**config.mk**
```make
export PLATFORM = sky130hd
export DESIGN_NAME = a1_485_cmd_rx
export DESIGN_NICKNAME = d
export VERILOG_FILES = /design/src/rtl/a1_485_pkg.sv /design/src/rtl/a1_485_uart_rx.sv /design/src/rtl/a1_485_cmd_rx.sv
export SDC_FILE = /design/constraint.sdc
export NUM_CORES = 1
export LEC_CHECK = 0
export ABC_AREA = 1
export ABC_CLOCK_PERIOD_IN_PS = 2300
export BUFFER_PORTS_ARGS = -buffer_cell sky130_fd_sc_hd__clkbuf_2
export CAP_MARGIN = 20
export CORE_UTILIZATION = 54
export CTS_BUF_LIST = sky130_fd_sc_hd__clkbuf_2 sky130_fd_sc_hd__clkbuf_4 sky130_fd_sc_hd__clkbuf_8
export CTS_CLUSTER_SIZE = 30
export DETAILED_ROUTE_END_ITERATION = 16
export GPL_ROUTABILITY_DRIVEN = 0
export PLACE_DENSITY_LB_ADDON = 0.25
export SLEW_MARGIN = 20
export SYNTH_ARGS = -nofsm -noshare
export SYNTH_HDL_FRONTEND = slang
export SYNTH_HIERARCHICAL = 1
export SYNTH_SLANG_ARGS = --single-unit
```
**constraint.sdc**
```tcl
create_clock -name clk_96M -period 2.3 [get_ports clk_96M]
set_input_delay 0.115 -clock clk_96M [delete_from_list [all_inputs] [get_ports clk_96M]]
set_output_delay 0.115 -clock clk_96M [all_outputs]
set_load 0.02 [all_outputs]
```
**src/rtl/a1_485_pkg.sv**
```systemverilog
// Shared constants, state encodings and checksum helper for the A1 RS-485 command path.
package a1_485_pkg;

    localparam int         CLK_DIV_DEF = 833;      // 96 MHz / 115200 baud
    localparam int         BYTE_TO_DEF = 16660;    // ~20 bit times
    localparam logic [7:0] HEAD0_DEF   = 8'hEB;
    localparam logic [7:0] HEAD1_DEF   = 8'h90;
    localparam logic [7:0] CMD_RESPOND = 8'h2E;

    typedef enum logic [1:0] {
        P_HEAD0 = 2'd0,
        P_HEAD1 = 2'd1,
        P_CMD   = 2'd2,
        P_SUM   = 2'd3
    } pstate_t;

    typedef enum logic [1:0] {
        B_IDLE  = 2'd0,
        B_START = 2'd1,
        B_DATA  = 2'd2,
        B_STOP  = 2'd3
    } bstate_t;

    // 8-bit sum, carry discarded.
    function automatic logic [7:0] frame_sum(input logic [7:0] h0, input logic [7:0] h1,
                                             input logic [7:0] cmd);
        return h0 + h1 + cmd;
    endfunction

endpackage

```
**src/rtl/a1_485_uart_rx.sv**
```systemverilog
// 8N1 LSB-first deserialiser with 2-FF input synchroniser and abort.
// state   | meaning
// B_IDLE  | waiting for a falling edge on rxs
// B_START | half-bit wait, confirm start bit is still low
// B_DATA  | eight full-bit samples shifted in LSB first
// B_STOP  | full-bit wait, check stop bit
module a1_485_uart_rx
    import a1_485_pkg::*;
#(
    parameter int CLK_DIV = CLK_DIV_DEF
) (
    input  logic       clk_96M,
    input  logic       rst,
    input  logic       rx,
    input  logic       abort,
    output logic [7:0] rx_byte,
    output logic       byte_valid,
    output logic       stop_err
);

    localparam int            CW      = $clog2(CLK_DIV);
    localparam logic [CW-1:0] HALF_LD = CW'(CLK_DIV / 2 - 1);
    localparam logic [CW-1:0] FULL_LD = CW'(CLK_DIV - 1);

    logic          sync1_q, rxs_q, rxs_prev_q;
    bstate_t       state_q, state_d;
    logic [CW-1:0] cnt_q, cnt_d;
    logic [2:0]    bit_q, bit_d;
    logic [7:0]    shift_q, shift_d;
    logic          rx_fall, tc;

    always_ff @(posedge clk_96M or posedge rst) begin
        if (rst) begin
            sync1_q    <= 1'b1;
            rxs_q      <= 1'b1;
            rxs_prev_q <= 1'b1;
            state_q    <= B_IDLE;
            cnt_q      <= '0;
            bit_q      <= '0;
            shift_q    <= '0;
        end else begin
            sync1_q    <= rx;
            rxs_q      <= sync1_q;
            rxs_prev_q <= rxs_q;
            state_q    <= state_d;
            cnt_q      <= cnt_d;
            bit_q      <= bit_d;
            shift_q    <= shift_d;
        end
    end

    assign rx_fall = rxs_prev_q & ~rxs_q;
    assign tc      = (cnt_q == '0);

    always_comb begin
        state_d = state_q;
        cnt_d   = tc ? cnt_q : cnt_q - 1'b1;
        bit_d   = bit_q;
        shift_d = shift_q;
        case (state_q)
            B_IDLE: begin
                if (rx_fall) begin
                    state_d = B_START;
                    cnt_d   = HALF_LD;
                end
            end
            B_START: begin
                if (tc) begin
                    state_d = rxs_q ? B_IDLE : B_DATA;
                    cnt_d   = rxs_q ? '0 : FULL_LD;
                    bit_d   = '0;
                end
            end
            B_DATA: begin
                if (tc) begin
                    shift_d = {rxs_q, shift_q[7:1]};
                    cnt_d   = FULL_LD;
                    if (bit_q == 3'd7) state_d = B_STOP;
                    else               bit_d   = bit_q + 3'd1;
                end
            end
            B_STOP: begin
                if (tc) state_d = B_IDLE;
            end
        endcase
        if (abort) begin
            state_d = B_IDLE;
            cnt_d   = '0;
        end
    end

    always_comb begin
        rx_byte    = shift_q;
        byte_valid = (state_q == B_STOP) && tc && rxs_q  && !abort;
        stop_err   = (state_q == B_STOP) && tc && !rxs_q && !abort;
    end

endmodule

```
**src/rtl/a1_485_cmd_rx.sv**
```systemverilog
// A1 RS-485 command receiver: frames HEAD0 HEAD1 CMD SUM into a command byte.
// state   | meaning
// P_HEAD0 | idle, hunting for HEAD0
// P_HEAD1 | HEAD0 seen, expecting HEAD1 (HEAD0 again resyncs)
// P_CMD   | next byte is the command
// P_SUM   | next byte is the checksum
module a1_485_cmd_rx
    import a1_485_pkg::*;
#(
    parameter int         CLK_DIV = CLK_DIV_DEF,
    parameter int         BYTE_TO = BYTE_TO_DEF,
    parameter logic [7:0] HEAD0   = HEAD0_DEF,
    parameter logic [7:0] HEAD1   = HEAD1_DEF
) (
    input  logic       clk_96M,
    input  logic       rst,
    input  logic       rx,
    input  logic       rx_block,
    output logic [7:0] CMD,
    output logic       Receive_finish,
    output logic       frame_err,
    output logic       busy
);

    localparam int            TW    = $clog2(BYTE_TO + 1);
    // Loaded so the registered frame_err lands BYTE_TO cycles after byte_valid.
    localparam logic [TW-1:0] TO_LD = TW'(BYTE_TO - 2);

    logic [7:0]    rx_byte;
    logic          byte_valid, stop_err, timeout;
    pstate_t       pstate_q, pstate_d;
    logic [7:0]    cmd_tmp_q, cmd_tmp_d, cmd_q, cmd_d;
    logic          rf_q, rf_d, fe_q, fe_d;
    logic [TW-1:0] to_cnt_q, to_cnt_d;

    a1_485_uart_rx #(.CLK_DIV(CLK_DIV)) u_uart_rx (
        .clk_96M    (clk_96M),
        .rst        (rst),
        .rx         (rx),
        .abort      (rx_block),
        .rx_byte    (rx_byte),
        .byte_valid (byte_valid),
        .stop_err   (stop_err)
    );

    always_ff @(posedge clk_96M or posedge rst) begin
        if (rst) begin
            pstate_q  <= P_HEAD0;
            cmd_tmp_q <= '0;
            cmd_q     <= '0;
            rf_q      <= 1'b0;
            fe_q      <= 1'b0;
            to_cnt_q  <= TO_LD;
        end else begin
            pstate_q  <= pstate_d;
            cmd_tmp_q <= cmd_tmp_d;
            cmd_q     <= cmd_d;
            rf_q      <= rf_d;
            fe_q      <= fe_d;
            to_cnt_q  <= to_cnt_d;
        end
    end

    assign timeout = (pstate_q != P_HEAD0) && (to_cnt_q == '0);

    always_comb begin
        pstate_d  = pstate_q;
        cmd_tmp_d = cmd_tmp_q;
        cmd_d     = cmd_q;
        rf_d      = 1'b0;
        fe_d      = 1'b0;
        to_cnt_d  = to_cnt_q;
        if (rx_block) begin
            pstate_d = P_HEAD0;
            to_cnt_d = TO_LD;
        end else if (byte_valid) begin
            to_cnt_d = TO_LD;
            case (pstate_q)
                P_HEAD0: if (rx_byte == HEAD0) pstate_d = P_HEAD1;
                P_HEAD1: begin
                    if (rx_byte == HEAD1)      pstate_d = P_CMD;
                    else if (rx_byte != HEAD0) pstate_d = P_HEAD0;
                end
                P_CMD: begin
                    cmd_tmp_d = rx_byte;
                    pstate_d  = P_SUM;
                end
                P_SUM: begin
                    if (rx_byte == frame_sum(HEAD0, HEAD1, cmd_tmp_q)) begin
                        cmd_d = cmd_tmp_q;
                        rf_d  = 1'b1;
                    end else begin
                        fe_d  = 1'b1;
                    end
                    pstate_d = P_HEAD0;
                end
            endcase
        end else if (stop_err) begin
            fe_d     = (pstate_q != P_HEAD0);
            pstate_d = P_HEAD0;
            to_cnt_d = TO_LD;
        end else if (timeout) begin
            fe_d     = 1'b1;
            pstate_d = P_HEAD0;
            to_cnt_d = TO_LD;
        end else if (pstate_q != P_HEAD0) begin
            to_cnt_d = to_cnt_q - 1'b1;
        end
    end

    always_comb begin
        CMD            = cmd_q;
        Receive_finish = rf_q;
        frame_err      = fe_q;
        busy           = (pstate_q != P_HEAD0);
    end

endmodule

```
==> results_tabular.tex, run 1 <==
\begin{tabular}{lr}
\hline
Metric & Value \\
\hline
\multicolumn{2}{l}{\textbf{Run status}} \\
Status & finished, final reports clean \\
\multicolumn{2}{l}{\textbf{Place}} \\
Port buffer count & 14 \\
Post-Place Setup Slack & -15.5 ps \\
Final HPWL from detailed placement & 5330 um \\
Placed instance area & 0.00381 mm2 \\
\multicolumn{2}{l}{\textbf{Final layout}} \\
Util after Layout & 64.5\% \\
Finished layout cell area & 0.00414 mm2 \\
Number of antenna diodes & 0 \\
Fraction of final layout cells sized beyond drive strength 1 & 21.1\% \\
Fill cell count & 577 \\
Synthesis-to-finish area growth & 14.3\% \\
Number of nets in the layout & 528 \\
\multicolumn{2}{l}{\textbf{Routing}} \\
Routed WL per cell & 12.5 um \\
Detail Route Antenna Nets & 0 \\
Wirelength, routed & 7470 um \\
Vias post-DR & 3108 \\
Number of design rule violations left after detail routing & 0 \\
Drt first-iter violations & 159 \\
Via/cell ratio & 5.19 \\
First-pass detailed-route iteration total & 4 \\
\multicolumn{2}{l}{\textbf{Power and ir drop}} \\
Static leakage & 0.00221 uW \\
Power density of the placed cells & 916 mW/mm2 \\
Max rail drop VDD & 666 uV \\
\multicolumn{2}{l}{\textbf{Global route}} \\
Total overflow reported by the global router & 0 \\
Maximum number of pins on one net before global-route repair & 36 \\
Antenna violations before repair & 0 \\
First-pass GRT wire length & 12900 um \\
Via count of the first global-routing pass & 2960 \\
Overall routing resource usage & 23.3\% \\
\multicolumn{2}{l}{\textbf{CTS}} \\
Longest Clk Path Bufs & 2 \\
Clock transition at path regs & 70 ps \\
Htree depth & 3 \\
Clock tree from TritonCTS & done \\
Sinks on Clock Net & 61 \\
Clock buffers created by TritonCTS & 9 \\
Clock latency on the worst-skew pair & 340 ps \\
Master cell of the clock root buffer & sky130\_fd\_sc\_hd\_\_clkbuf\_8 \\
\multicolumn{2}{l}{\textbf{Yosys}} \\
Async set-reset flop share out of synthesis & 100\% \\
YS warnings & 6 \\
Post-synthesis instance total & 478 \\
Portion of the post-synthesis area used by sequential elements & 42.4\% \\
Register bit total from synthesis & 61 \\
Predominant post-synthesis flop cell & sky130\_fd\_sc\_hd\_\_dfrtp\_1 \\
Number of enable-type register cells in the synthesized netlist & 0 \\
Count of distinct cell types in the synthesized netlist & 42 \\
Synthesized area per cell & 7.58 um2 \\
Number of nets produced by synthesis & 489 \\
Netlist Area Pre-Place & 0.00362 mm2 \\
\multicolumn{2}{l}{\textbf{Worst hold path}} \\
HP Class & in -> reg \\
Cell depth of the worst hold path & 2 \\
\multicolumn{2}{l}{\textbf{Worst setup path}} \\
Path depth of the worst reg2reg path & 14 \\
Critical path capture point type & flip-flop \\
Worst path top cell family by delay & simple AND/OR/NAND/NOR gates \\
Startpoint types & flip-flop \\
Critical setup path kind & reg -> reg \\
Sequence of cells on the critical path & nor2\_2 > nand2\_2 > nor2\_4 > nand2\_4 > inv\_2 > nand4\_1 > nor2\_2 > nor2\_2 > nand3\_4 > inv\_2 > nor2\_4 > nand2\_1 > or2\_1 > a21oi\_1 \\
Req. time, crit path & 2570 ps \\
Max stage delay cell, worst path & sky130\_fd\_sc\_hd\_\_dfrtp\_1 \\
Worst path depth & 14 \\
CP Buf/Inv Count & 2 \\
Maximum fanout along the worst path & 8 \\
Critical path arrival & 2400 ps \\
Crit-path most repeated cell & sky130\_fd\_sc\_hd\_\_nor2\_2 \\
Max stage delay on crit path & 430 ps \\
\multicolumn{2}{l}{\textbf{Floorplanning}} \\
Initial standard-cell utilization of the core & 56.4\% \\
Horizontal die dimension & 83.9 um \\
Standard-cell row count & 29 \\
Height of the die & 83.9 um \\
Area enclosed by the die boundary & 0.00704 mm2 \\
Core outline area & 0.00642 mm2 \\
Number of top-level pins & 15 \\
\multicolumn{2}{l}{\textbf{STA}} \\
Slew Limit Fails & 0 \\
Clock Skew & 8.30 ps \\
Highest clock rate & 0.470 GHz \\
Fin Hold WS & 84.7 ps \\
Number of endpoints with negative hold slack in the final report & 0 \\
Final worst slack & 172 ps \\
Worst slew pin tran & 445 ps \\
\# setup viols final & 0 \\
Post-route minimum period & 2130 ps \\
Setup TNS & 0 ps \\
Final critical-path share of the clock period & 92.5\% \\
Relative slew margins & 70.3\% \\
\multicolumn{2}{l}{\textbf{Run}} \\
Max-capacitance violation count & 0 \\
\hline
\end{tabular}
-- placed cells by master (no fill, tap or decap), types with 2 or more instances in the layout --
| cell type | netlist | final |
|---|---|---|
| sky130_fd_sc_hd__clkbuf_2 | 0 | 14 |
| sky130_fd_sc_hd__a21oi_1 | 11 | 11 |
| sky130_fd_sc_hd__ha_1 | 7 | 6 |
| sky130_fd_sc_hd__nand4_1 | 14 | 14 |
| sky130_fd_sc_hd__o211ai_1 | 2 | 2 |
| sky130_fd_sc_hd__inv_2 | 9 | 11 |
| sky130_fd_sc_hd__nor2_8 | 2 | 2 |
| sky130_fd_sc_hd__nor2_4 | 6 | 6 |
| sky130_fd_sc_hd__inv_1 | 60 | 58 |
| sky130_fd_sc_hd__nand2_2 | 9 | 10 |
| sky130_fd_sc_hd__dfstp_2 | 7 | 7 |
| sky130_fd_sc_hd__nand2_1 | 147 | 145 |
| sky130_fd_sc_hd__nand2_4 | 1 | 2 |
| sky130_fd_sc_hd__nor2_1 | 45 | 42 |
| sky130_fd_sc_hd__o21ai_0 | 12 | 12 |
| sky130_fd_sc_hd__xor2_1 | 5 | 5 |
| sky130_fd_sc_hd__dfrtp_1 | 54 | 54 |
| sky130_fd_sc_hd__nor2_2 | 10 | 13 |
| sky130_fd_sc_hd__nor3_1 | 5 | 5 |
| sky130_fd_sc_hd__clkinvlp_4 | 0 | 2 |
| sky130_fd_sc_hd__or2_1 | 2 | 2 |
| sky130_fd_sc_hd__a31oi_1 | 2 | 2 |
| sky130_fd_sc_hd__nand3_2 | 2 | 2 |
| sky130_fd_sc_hd__clkbuf_8 | 0 | 11 |
| sky130_fd_sc_hd__o21ai_2 | 3 | 3 |
| sky130_fd_sc_hd__nand3_1 | 31 | 31 |
| sky130_fd_sc_hd__nor3b_1 | 2 | 2 |
| sky130_fd_sc_hd__xnor2_1 | 5 | 5 |
| sky130_fd_sc_hd__buf_4 | 1 | 15 |
| sky130_fd_sc_hd__nand3b_1 | 2 | 2 |
| sky130_fd_sc_hd__dlygate4sd3_1 | 0 | 2 |
| sky130_fd_sc_hd__o21ai_1 | 7 | 7 |
-- report_power, final --
group | total [uW] | switching, uW | internal (uW)
Clock | 1000 | 441 | 559
Combinational | 1420 | 852 | 569
Sequential | 1370 | 155 | 1220
Total | 3790 | 1450 | 2350
-- state kept, by name (all words and copies together), names as in the netlist --
name / count
frame_err: 1
u_uart_rx/bit_q: 3
u_uart_rx/rxs_q: 1
u_uart_rx/rx_byte: 8
cmd_tmp_q: 8
Receive_finish: 1
to_cnt_q: 15
u_uart_rx/sync1_q: 1
u_uart_rx/cnt_q: 10
u_uart_rx/rxs_prev_q: 1
pstate_q: 2
CMD: 8
u_uart_rx/state_q: 2
-- metrics by stage --
step	total power [uW]	std cells
after floorplan	2370	478
after global placement	2580	573
after detailed placement	2630	573
after CTS	3640	591
after global routing	4050	599
final	3790	599
-- worst paths after layout --
kind                               startpoint              endpoint  slack (ps)
max                        u_uart_rx/cnt_q[7]          to_cnt_q[10]         170
min                                  rx_block    u_uart_rx/cnt_q[1]          80
max reg2reg                u_uart_rx/cnt_q[7]          to_cnt_q[10]         170
min reg2reg                 u_uart_rx/sync1_q       u_uart_rx/rxs_q         360
max in group asynchronous                 rst  u_uart_rx/rxs_prev_q        1420
min in group asynchronous                 rst  u_uart_rx/state_q[1]         250
-- metal layers --
| metal | wire, um | vias up | GRT usage, % |
|---|---|---|---|
| met3 | 250 | 8 | 5.04 |
| met5 | 0 | - | 0 |
| met1 | 3530 | 1459 | 28.6 |
| met4 | 123 | 0 | 10.2 |
| li1 | - | 1590 | - |
| met2 | 3570 | 51 | 39.5 |
-- cell type report --
class	count	area [um2]	area share (%)
tap	77	96.3	2.33
timing repair buffer	32	218	5.26
sequential	61	1540	37.1
inverter	70	263	6.34
multi-input combinational	343	1820	43.9
clock inverter	5	58.8	1.42
clock buffer	11	151	3.65
-- cell families after synthesis --
group           Yosys count  share of synthesized area (%)
buf+inv                  74                           8.22
flops                    61                           42.4
xor+xnor                 10                           2.42
simple gates            284                           37.5
fa+ha+maj                 7                           2.42
compound gates           42                           7.08
-- repair_timing --
action / in CTS / in global routing
pin swaps: 0 / 5
hold buffers: 2 / 0
resized for setup: 1 / 9
buffers inserted: 0 / 7
setup endpoints to repair: 9 / 31
hold endpoints to repair: 32 / 0
-- synth_stat cells (2+ instances only) --
| master | instances | area (um2) |
|---|---|---|
| sky130_fd_sc_hd__nand2_1 | 147 | 552 |
| sky130_fd_sc_hd__inv_1 | 60 | 225 |
| sky130_fd_sc_hd__dfrtp_1 | 54 | 1350 |
| sky130_fd_sc_hd__nor2_1 | 45 | 169 |
| sky130_fd_sc_hd__nand3_1 | 31 | 155 |
| sky130_fd_sc_hd__nand4_1 | 14 | 87.6 |
| sky130_fd_sc_hd__o21ai_0 | 12 | 60.1 |
| sky130_fd_sc_hd__a21oi_1 | 11 | 55.1 |
| sky130_fd_sc_hd__nor2_2 | 10 | 62.6 |
| sky130_fd_sc_hd__inv_2 | 9 | 33.8 |
| sky130_fd_sc_hd__nand2_2 | 9 | 56.3 |
| sky130_fd_sc_hd__dfstp_2 | 7 | 184 |
| sky130_fd_sc_hd__ha_1 | 7 | 87.6 |
| sky130_fd_sc_hd__o21ai_1 | 7 | 35.0 |
| sky130_fd_sc_hd__nor2_4 | 6 | 67.6 |
| sky130_fd_sc_hd__nor3_1 | 5 | 25.0 |
| sky130_fd_sc_hd__xnor2_1 | 5 | 43.8 |
| sky130_fd_sc_hd__xor2_1 | 5 | 43.8 |
| sky130_fd_sc_hd__o21ai_2 | 3 | 26.3 |
| sky130_fd_sc_hd__a31oi_1 | 2 | 12.5 |
| sky130_fd_sc_hd__buf_6 | 2 | 22.5 |
| sky130_fd_sc_hd__nand3_2 | 2 | 20.0 |
| sky130_fd_sc_hd__nand3b_1 | 2 | 15.0 |
| sky130_fd_sc_hd__nor2_8 | 2 | 40.0 |
| sky130_fd_sc_hd__nor3b_1 | 2 | 15.0 |
| sky130_fd_sc_hd__o211ai_1 | 2 | 15.0 |
| sky130_fd_sc_hd__or2_1 | 2 | 12.5 |
(Power assumes the default switching activity.)
==> inputs of run 2 (changes only) <==
Settings changed: CORE_MARGIN from default to 4.
==> results_tabular.tex, run 2 (same netlist as run 1, synthesis figures left out) <==
\begin{tabular}{lr}
\hline
Metric & Value \\
\hline
\multicolumn{2}{l}{\textbf{STA}} \\
Worst slew pin tran & 535 ps \\
Post-route minimum period & 2200 ps \\
\# setup viols final & 0 \\
Slew Limit Fails & 0 \\
Final critical-path share of the clock period & 95.6\% \\
Number of endpoints with negative hold slack in the final report & 0 \\
Highest clock rate & 0.455 GHz \\
Fin Hold WS & 90.5 ps \\
Setup repair after global routing missed its margin & yes \\
Relative slew margins & 64.3\% \\
Clock Skew & 10.8 ps \\
Setup TNS & 0 ps \\
\multicolumn{2}{l}{\textbf{Final layout}} \\
Util after Layout & 64.5\% \\
Most frequent cells in the layout & sky130\_fd\_sc\_hd\_\_nand2\_1, sky130\_fd\_sc\_hd\_\_inv\_1, sky130\_fd\_sc\_hd\_\_dfrtp\_1 \\
Largest register FFs & 15 \\
Synthesis-to-finish area growth & 14.3\% \\
Fraction of final layout cells sized beyond drive strength 1 & 22.0\% \\
Largest register by flop count & to\_cnt\_q \\
Registers with the most flip-flops & to\_cnt\_q x15, u\_uart\_rx/cnt\_q x10 \\
Fill cell count & 558 \\
Number of nets in the layout & 529 \\
Most common library cell in the layout ignoring fill and taps & sky130\_fd\_sc\_hd\_\_nand2\_1 \\
Number of antenna diodes & 0 \\
\multicolumn{2}{l}{\textbf{CTS}} \\
Clock latency on the worst-skew pair & 340 ps \\
Htree depth & 3 \\
Sinks on Clock Net & 61 \\
Clock buffers created by TritonCTS & 9 \\
Clock tree from TritonCTS & done \\
Master cell of the clock root buffer & sky130\_fd\_sc\_hd\_\_clkbuf\_8 \\
Longest Clk Path Bufs & 2 \\
Clock transition at path regs & 70 ps \\
\multicolumn{2}{l}{\textbf{Global route}} \\
Via count of the first global-routing pass & 2941 \\
Maximum number of pins on one net before global-route repair & 36 \\
Antenna violations before repair & 0 \\
Total overflow reported by the global router & 0 \\
Overall routing resource usage & 19.6\% \\
First-pass GRT wire length & 13000 um \\
\multicolumn{2}{l}{\textbf{Worst setup path}} \\
Reg2reg setup slack & 100 ps \\
Maximum fanout along the worst path & 6 \\
Req. time, crit path & 2570 ps \\
Terminus of the critical flop-to-flop path & to\_cnt\_q[8] \\
Critical path destination & to\_cnt\_q[8] \\
Critical path arrival & 2460 ps \\
First element of the critical path & u\_uart\_rx/cnt\_q[1] \\
Startpoint types & flip-flop \\
Startpoint of the lowest-slack register-to-register path & u\_uart\_rx/cnt\_q[1] \\
Critical setup path kind & reg -> reg \\
Critical path capture point type & flip-flop \\
Path depth of the worst reg2reg path & 15 \\
\multicolumn{2}{l}{\textbf{Floorplanning}} \\
Number of top-level pins & 15 \\
Core outline area & 0.00642 mm2 \\
Standard-cell row count & 29 \\
Height of the die & 89.9 um \\
Area enclosed by the die boundary & 0.00808 mm2 \\
Initial standard-cell utilization of the core & 56.4\% \\
Horizontal die dimension & 89.9 um \\
\multicolumn{2}{l}{\textbf{Routing}} \\
Vias post-DR & 3116 \\
Number of design rule violations left after detail routing & 0 \\
Wirelength, routed & 7450 um \\
Routed WL per cell & 12.4 um \\
First-pass detailed-route iteration total & 5 \\
Via/cell ratio & 5.19 \\
Detail Route Antenna Nets & 0 \\
Drt first-iter violations & 138 \\
\multicolumn{2}{l}{\textbf{Worst hold path}} \\
HP Class & in -> reg \\
\multicolumn{2}{l}{\textbf{Run}} \\
Max-capacitance violation count & 0 \\
\multicolumn{2}{l}{\textbf{Power and ir drop}} \\
Static leakage & 0.00220 uW \\
Power density of the placed cells & 871 mW/mm2 \\
Max rail drop VDD & 751 uV \\
\multicolumn{2}{l}{\textbf{Run status}} \\
Status & finished, final reports clean \\
\multicolumn{2}{l}{\textbf{Place}} \\
Final HPWL from detailed placement & 5220 um \\
Port buffer count & 14 \\
\hline
\end{tabular}
-- run 2: through the flow --
stage          power, uW  cell area [um2]  cells  setup WS [ps]
2_1_floorplan       2370             3620    478           86.9
3_3_place_gp        2580             3810    573           88.4
3_5_place_dp        2610             3810    573           7.57
4_1_cts             3470             4010    591           2.30
5_1_grt             3890             4140    600          -35.7
6_report            3610             4140    600            102
-- run 2: cell type report --
cell class / instances / area [um2] / area share, %
clock inverters: 7 / 51.3 / 1.24
clock buffers: 9 / 124 / 2.99
multi-input cells: 345 / 1870 / 45.0
repair buffers: 31 / 206 / 4.98
well taps: 77 / 96.3 / 2.33
flip-flops and latches: 61 / 1540 / 37.1
inverters: 70 / 263 / 6.34
-- run 2: worst min-delay path by stage --
stage,startpoint,endpoint,slack (ps),cells after the start
after floorplan,rx,u_uart_rx/sync1_q,120,0
after global placement,rx,u_uart_rx/sync1_q,200,1
after detailed placement,rx,u_uart_rx/sync1_q,200,1
after CTS,rx_block,u_uart_rx/cnt_q[1],70,2
after global routing,rx_block,u_uart_rx/cnt_q[1],110,2
final,rx_block,u_uart_rx/cnt_q[1],90,2
-- run 2: critical path, stage by stage (launching register included) --
cell,delay (ps)
sky130_fd_sc_hd__dfrtp_1,390
sky130_fd_sc_hd__inv_2,90
sky130_fd_sc_hd__ha_4,160
sky130_fd_sc_hd__nand2_4,60
sky130_fd_sc_hd__nor2_4,130
sky130_fd_sc_hd__nand2_4,60
sky130_fd_sc_hd__inv_2,60
sky130_fd_sc_hd__nand4_1,130
sky130_fd_sc_hd__nor2_2,160
sky130_fd_sc_hd__buf_4,120
sky130_fd_sc_hd__nor2_2,50
sky130_fd_sc_hd__nand3_4,130
sky130_fd_sc_hd__inv_2,70
sky130_fd_sc_hd__nor3b_1,270
sky130_fd_sc_hd__xnor2_1,180
sky130_fd_sc_hd__nand2_1,70
-- run 2: layer usage --
metal  wire, um  GRT usage [%]
met1       3490           25.6
met2       3540           31.5
met3        288           3.34
met4        133           9.82
met5          0              0
-- run 2: what timing repair did --
item	in CTS	in global routing
setup endpoints to repair	0	32
hold endpoints to repair	32	0
gates resized for setup	0	17
buffers inserted	0	7
hold buffers	2	0
-- run 2: power by group --
group | leakage [uW] | internal (uW) | switching, uW
sequential | 0.000814 | 1220 | 151
clock | 0.0000856 | 393 | 452
combinational | 0.00130 | 552 | 841
total | 0.00220 | 2160 | 1440
==> inputs of run 3 (changes only) <==
Settings changed: SYNTH_HIERARCHICAL 1 to default.
==> results_tabular.tex, run 3 <==
\begin{tabular}{lr}
\hline
Metric & Value \\
\hline
\multicolumn{2}{l}{\textbf{Power and ir drop}} \\
Power density of the placed cells & 737 mW/mm2 \\
Internal & 1940 uW \\
Relative contribution of combinational cells to total power & 24.0\% \\
Reg power frac & 43.1\% \\
Part of the power in the clock network & 33.0\% \\
Static leakage & 0.00213 uW \\
Net Switching & 988 uW \\
Max rail drop VDD & 345 uV \\
Switching part of the total power & 33.7\% \\
\multicolumn{2}{l}{\textbf{STA}} \\
Relative slew margins & 50.0\% \\
Final worst slack & 329 ps \\
Setup repair after global routing missed its margin & no \\
Highest clock rate & 0.507 GHz \\
\# setup viols final & 0 \\
Setup TNS & 0 ps \\
Number of endpoints with negative hold slack in the final report & 40 \\
Post-route minimum period & 1970 ps \\
Worst slew pin tran & 749 ps \\
Final critical-path share of the clock period & 85.7\% \\
Slew Limit Fails & 0 \\
Fin Hold WS & -28.0 ps \\
Clock Skew & 6.30 ps \\
\multicolumn{2}{l}{\textbf{Place}} \\
Port buffer count & 14 \\
Final HPWL from detailed placement & 5350 um \\
Post-Place Setup Slack & 333 ps \\
\multicolumn{2}{l}{\textbf{CTS}} \\
Longest Clk Path Bufs & 2 \\
Clock tree from TritonCTS & done \\
Clock transition at path regs & 70 ps \\
Htree depth & 3 \\
Master cell of the clock root buffer & sky130\_fd\_sc\_hd\_\_clkbuf\_8 \\
Setup repair bufs after CTS & 0 \\
Clock latency on the worst-skew pair & 330 ps \\
Clock buffers created by TritonCTS & 9 \\
Sinks on Clock Net & 61 \\
Resized Gates After CTS & 0 \\
\multicolumn{2}{l}{\textbf{Floorplanning}} \\
Horizontal die dimension & 90.1 um \\
Core outline area & 0.00646 mm2 \\
Number of top-level pins & 15 \\
Initial standard-cell utilization of the core & 56.4\% \\
Height of the die & 90.1 um \\
Area enclosed by the die boundary & 0.00813 mm2 \\
Standard-cell row count & 29 \\
\multicolumn{2}{l}{\textbf{Yosys}} \\
Register bit total from synthesis & 61 \\
Count of distinct cell types in the synthesized netlist & 37 \\
Portion of the post-synthesis area used by sequential elements & 42.1\% \\
Number of nets produced by synthesis & 516 \\
Async set-reset flop share out of synthesis & 100\% \\
Area share of the largest cell type after synthesis & 37.1\% \\
Post-synthesis instance total & 505 \\
Cell taking the most area after synthesis & sky130\_fd\_sc\_hd\_\_dfrtp\_1 \\
Predominant post-synthesis flop cell & sky130\_fd\_sc\_hd\_\_dfrtp\_1 \\
Most instantiated library cell after synthesis & sky130\_fd\_sc\_hd\_\_nand2\_1 \\
Netlist Area Pre-Place & 0.00364 mm2 \\
YS warnings & 0 \\
Top area cells in the synthesized netlist & sky130\_fd\_sc\_hd\_\_dfrtp\_1, sky130\_fd\_sc\_hd\_\_nand2\_1, sky130\_fd\_sc\_hd\_\_inv\_1, sky130\_fd\_sc\_hd\_\_nor2\_1, sky130\_fd\_sc\_hd\_\_nand3\_1 \\
Number of enable-type register cells in the synthesized netlist & 0 \\
Most common library cells after synthesis & sky130\_fd\_sc\_hd\_\_nand2\_1, sky130\_fd\_sc\_hd\_\_inv\_1, sky130\_fd\_sc\_hd\_\_nor2\_1, sky130\_fd\_sc\_hd\_\_dfrtp\_1, sky130\_fd\_sc\_hd\_\_nand3\_1 \\
Synthesized area per cell & 7.21 um2 \\
\multicolumn{2}{l}{\textbf{Worst setup path}} \\
Req. time, crit path & 2560 ps \\
Critical path capture point type & flip-flop \\
Startpoint of the lowest-slack register-to-register path & u\_uart\_rx.cnt\_q[0] \\
Path depth of the worst reg2reg path & 11 \\
Max stage delay on crit path & 380 ps \\
Terminus of the critical flop-to-flop path & to\_cnt\_q[8] \\
Critical setup path kind & reg -> reg \\
Sequence of cells on the critical path & inv\_1 > ha\_1 > nand2\_2 > nor2\_4 > nand2\_4 > nor2\_4 > nand3\_2 > nand3\_2 > nand2\_1 > o21ai\_0 > nand2\_1 \\
Startpoint types & flip-flop \\
Reg2reg setup slack & 330 ps \\
Max stage delay cell, worst path & sky130\_fd\_sc\_hd\_\_dfrtp\_1 \\
Critical path arrival & 2230 ps \\
Maximum fanout along the worst path & 22 \\
\multicolumn{2}{l}{\textbf{Routing}} \\
Wirelength, routed & 7410 um \\
Vias post-DR & 3112 \\
Detail Route Antenna Nets & 0 \\
Routed WL per cell & 12.2 um \\
First-pass detailed-route iteration total & 4 \\
Drt first-iter violations & 170 \\
Via/cell ratio & 5.12 \\
Number of design rule violations left after detail routing & 0 \\
\multicolumn{2}{l}{\textbf{Final layout}} \\
Synthesis-to-finish area growth & 9.17\% \\
Registers with the most flip-flops & to\_cnt\_q x15, u\_uart\_rx.cnt\_q x10 \\
Fill cell count & 605 \\
Number of antenna diodes & 0 \\
FF+latch area & 0.00154 mm2 \\
Largest register by flop count & to\_cnt\_q \\
Largest register FFs & 15 \\
Area used by multi-input combinational logic & 0.00175 mm2 \\
Number of nets in the layout & 537 \\
Most common library cell in the layout ignoring fill and taps & sky130\_fd\_sc\_hd\_\_nand2\_1 \\
Util after Layout & 61.6\% \\
Most frequent cells in the layout & sky130\_fd\_sc\_hd\_\_nand2\_1, sky130\_fd\_sc\_hd\_\_inv\_1, sky130\_fd\_sc\_hd\_\_nor2\_1 \\
Fraction of final layout cells sized beyond drive strength 1 & 14.1\% \\
\multicolumn{2}{l}{\textbf{Worst hold path}} \\
HP Class & in -> async \\
\multicolumn{2}{l}{\textbf{Global route}} \\
Total overflow reported by the global router & 0 \\
Antenna violations before repair & 0 \\
Via count of the first global-routing pass & 2955 \\
Maximum number of pins on one net before global-route repair & 62 \\
First-pass GRT wire length & 13300 um \\
Overall routing resource usage & 19.6\% \\
\multicolumn{2}{l}{\textbf{Run status}} \\
Status & complete, but fails checks \\
Failing checks & hold timing \\
\multicolumn{2}{l}{\textbf{Run}} \\
Max-capacitance violation count & 0 \\
\hline
\end{tabular}
-- run 3: changes by cell type after synthesis, sizes merged, moves of 2 or more --
cell	delta
inv	+11
nand2	+6
nand3	+12
nand4	-10
nor3	+6
nor3b	-2
o21ai	+11
o31ai	-2
xnor2	-3
xor2	-4
-- run 3: per-layer routing --
layer	vias up	wire length, um	track usage (%)
met3	10	260	3.09
met1	1430	3660	27.5
met5	-	0	0
met4	0	111	7.53
li1	1620	-	-
met2	52	3380	30.4
-- run 3: logic make-up (layout without fill, tap and decap cells) --
family	count (synthesis)	in the layout	share of synthesized area [%]
AO/OA/AOI/OAI	50	50	8.04
adder cells (fa/ha/maj)	7	7	2.40
flip-flops	61	61	42.1
XOR/XNOR	3	3	0.721
AND/OR/NAND/NOR	296	296	36.9
buffers and inverters	88	114	9.82
-- run 3: power by group through the flow --
stage               Clock [uW]  Sequential (uW)  Combinational [uW]
floorplan                    0             1260                 596
global placement             0             1280                 687
detailed placement           0             1280                 701
CTS                        986             1260                 707
global route              1040             1280                 818
finish                     966             1260                 703
-- run 3: how the worst max path moves through the flow --
stage                                   from            endpoint  slack (ps)
final                     u_uart_rx.cnt_q[0]         to_cnt_q[8]         330
after detailed placement  u_uart_rx.cnt_q[0]         to_cnt_q[8]         330
after CTS                 u_uart_rx.cnt_q[0]         to_cnt_q[8]         320
after global routing            cmd_tmp_q[0]              CMD[5]          60
after floorplan           u_uart_rx.cnt_q[0]  u_uart_rx.cnt_q[0]         620
after global placement    u_uart_rx.cnt_q[0]         to_cnt_q[8]         430
-- run 3: per-stage QoR --
step | hold WS, ps | power [uW] | std cells | instance area [um2]
after floorplan | 119 | 1860 | 505 | 3640
after global placement | 203 | 1970 | 591 | 3770
after detailed placement | 204 | 1980 | 591 | 3770
after CTS | 5.54 | 2960 | 608 | 3980
after global routing | 59.1 | 3140 | 608 | 3980
final | -28.0 | 2930 | 608 | 3980
-- run 3: what timing repair did --
item	CTS	global route
hold buffers	1	0
setup endpoints to repair	0	0
hold endpoints to repair	1	0
-- run 3: critical path: cells and delay by family, from the launching register on --
kind                       cells  cell delay (ps)
AOI/OAI and AO/OA              1              170
adders and majority gates      1              220
buffers and inverters          1               80
DFF                            1              380
and+or+nand+nor                8             1020
-- run 3: area by class of cell --
cell class / instances / share of cell area (%)
inverter: 82 / 7.74
tap: 77 / 2.42
clock buffer: 10 / 3.46
clock inverter: 6 / 1.57
timing repair buffer: 16 / 2.20
multi-input combinational: 356 / 44.0
sequential: 61 / 38.6
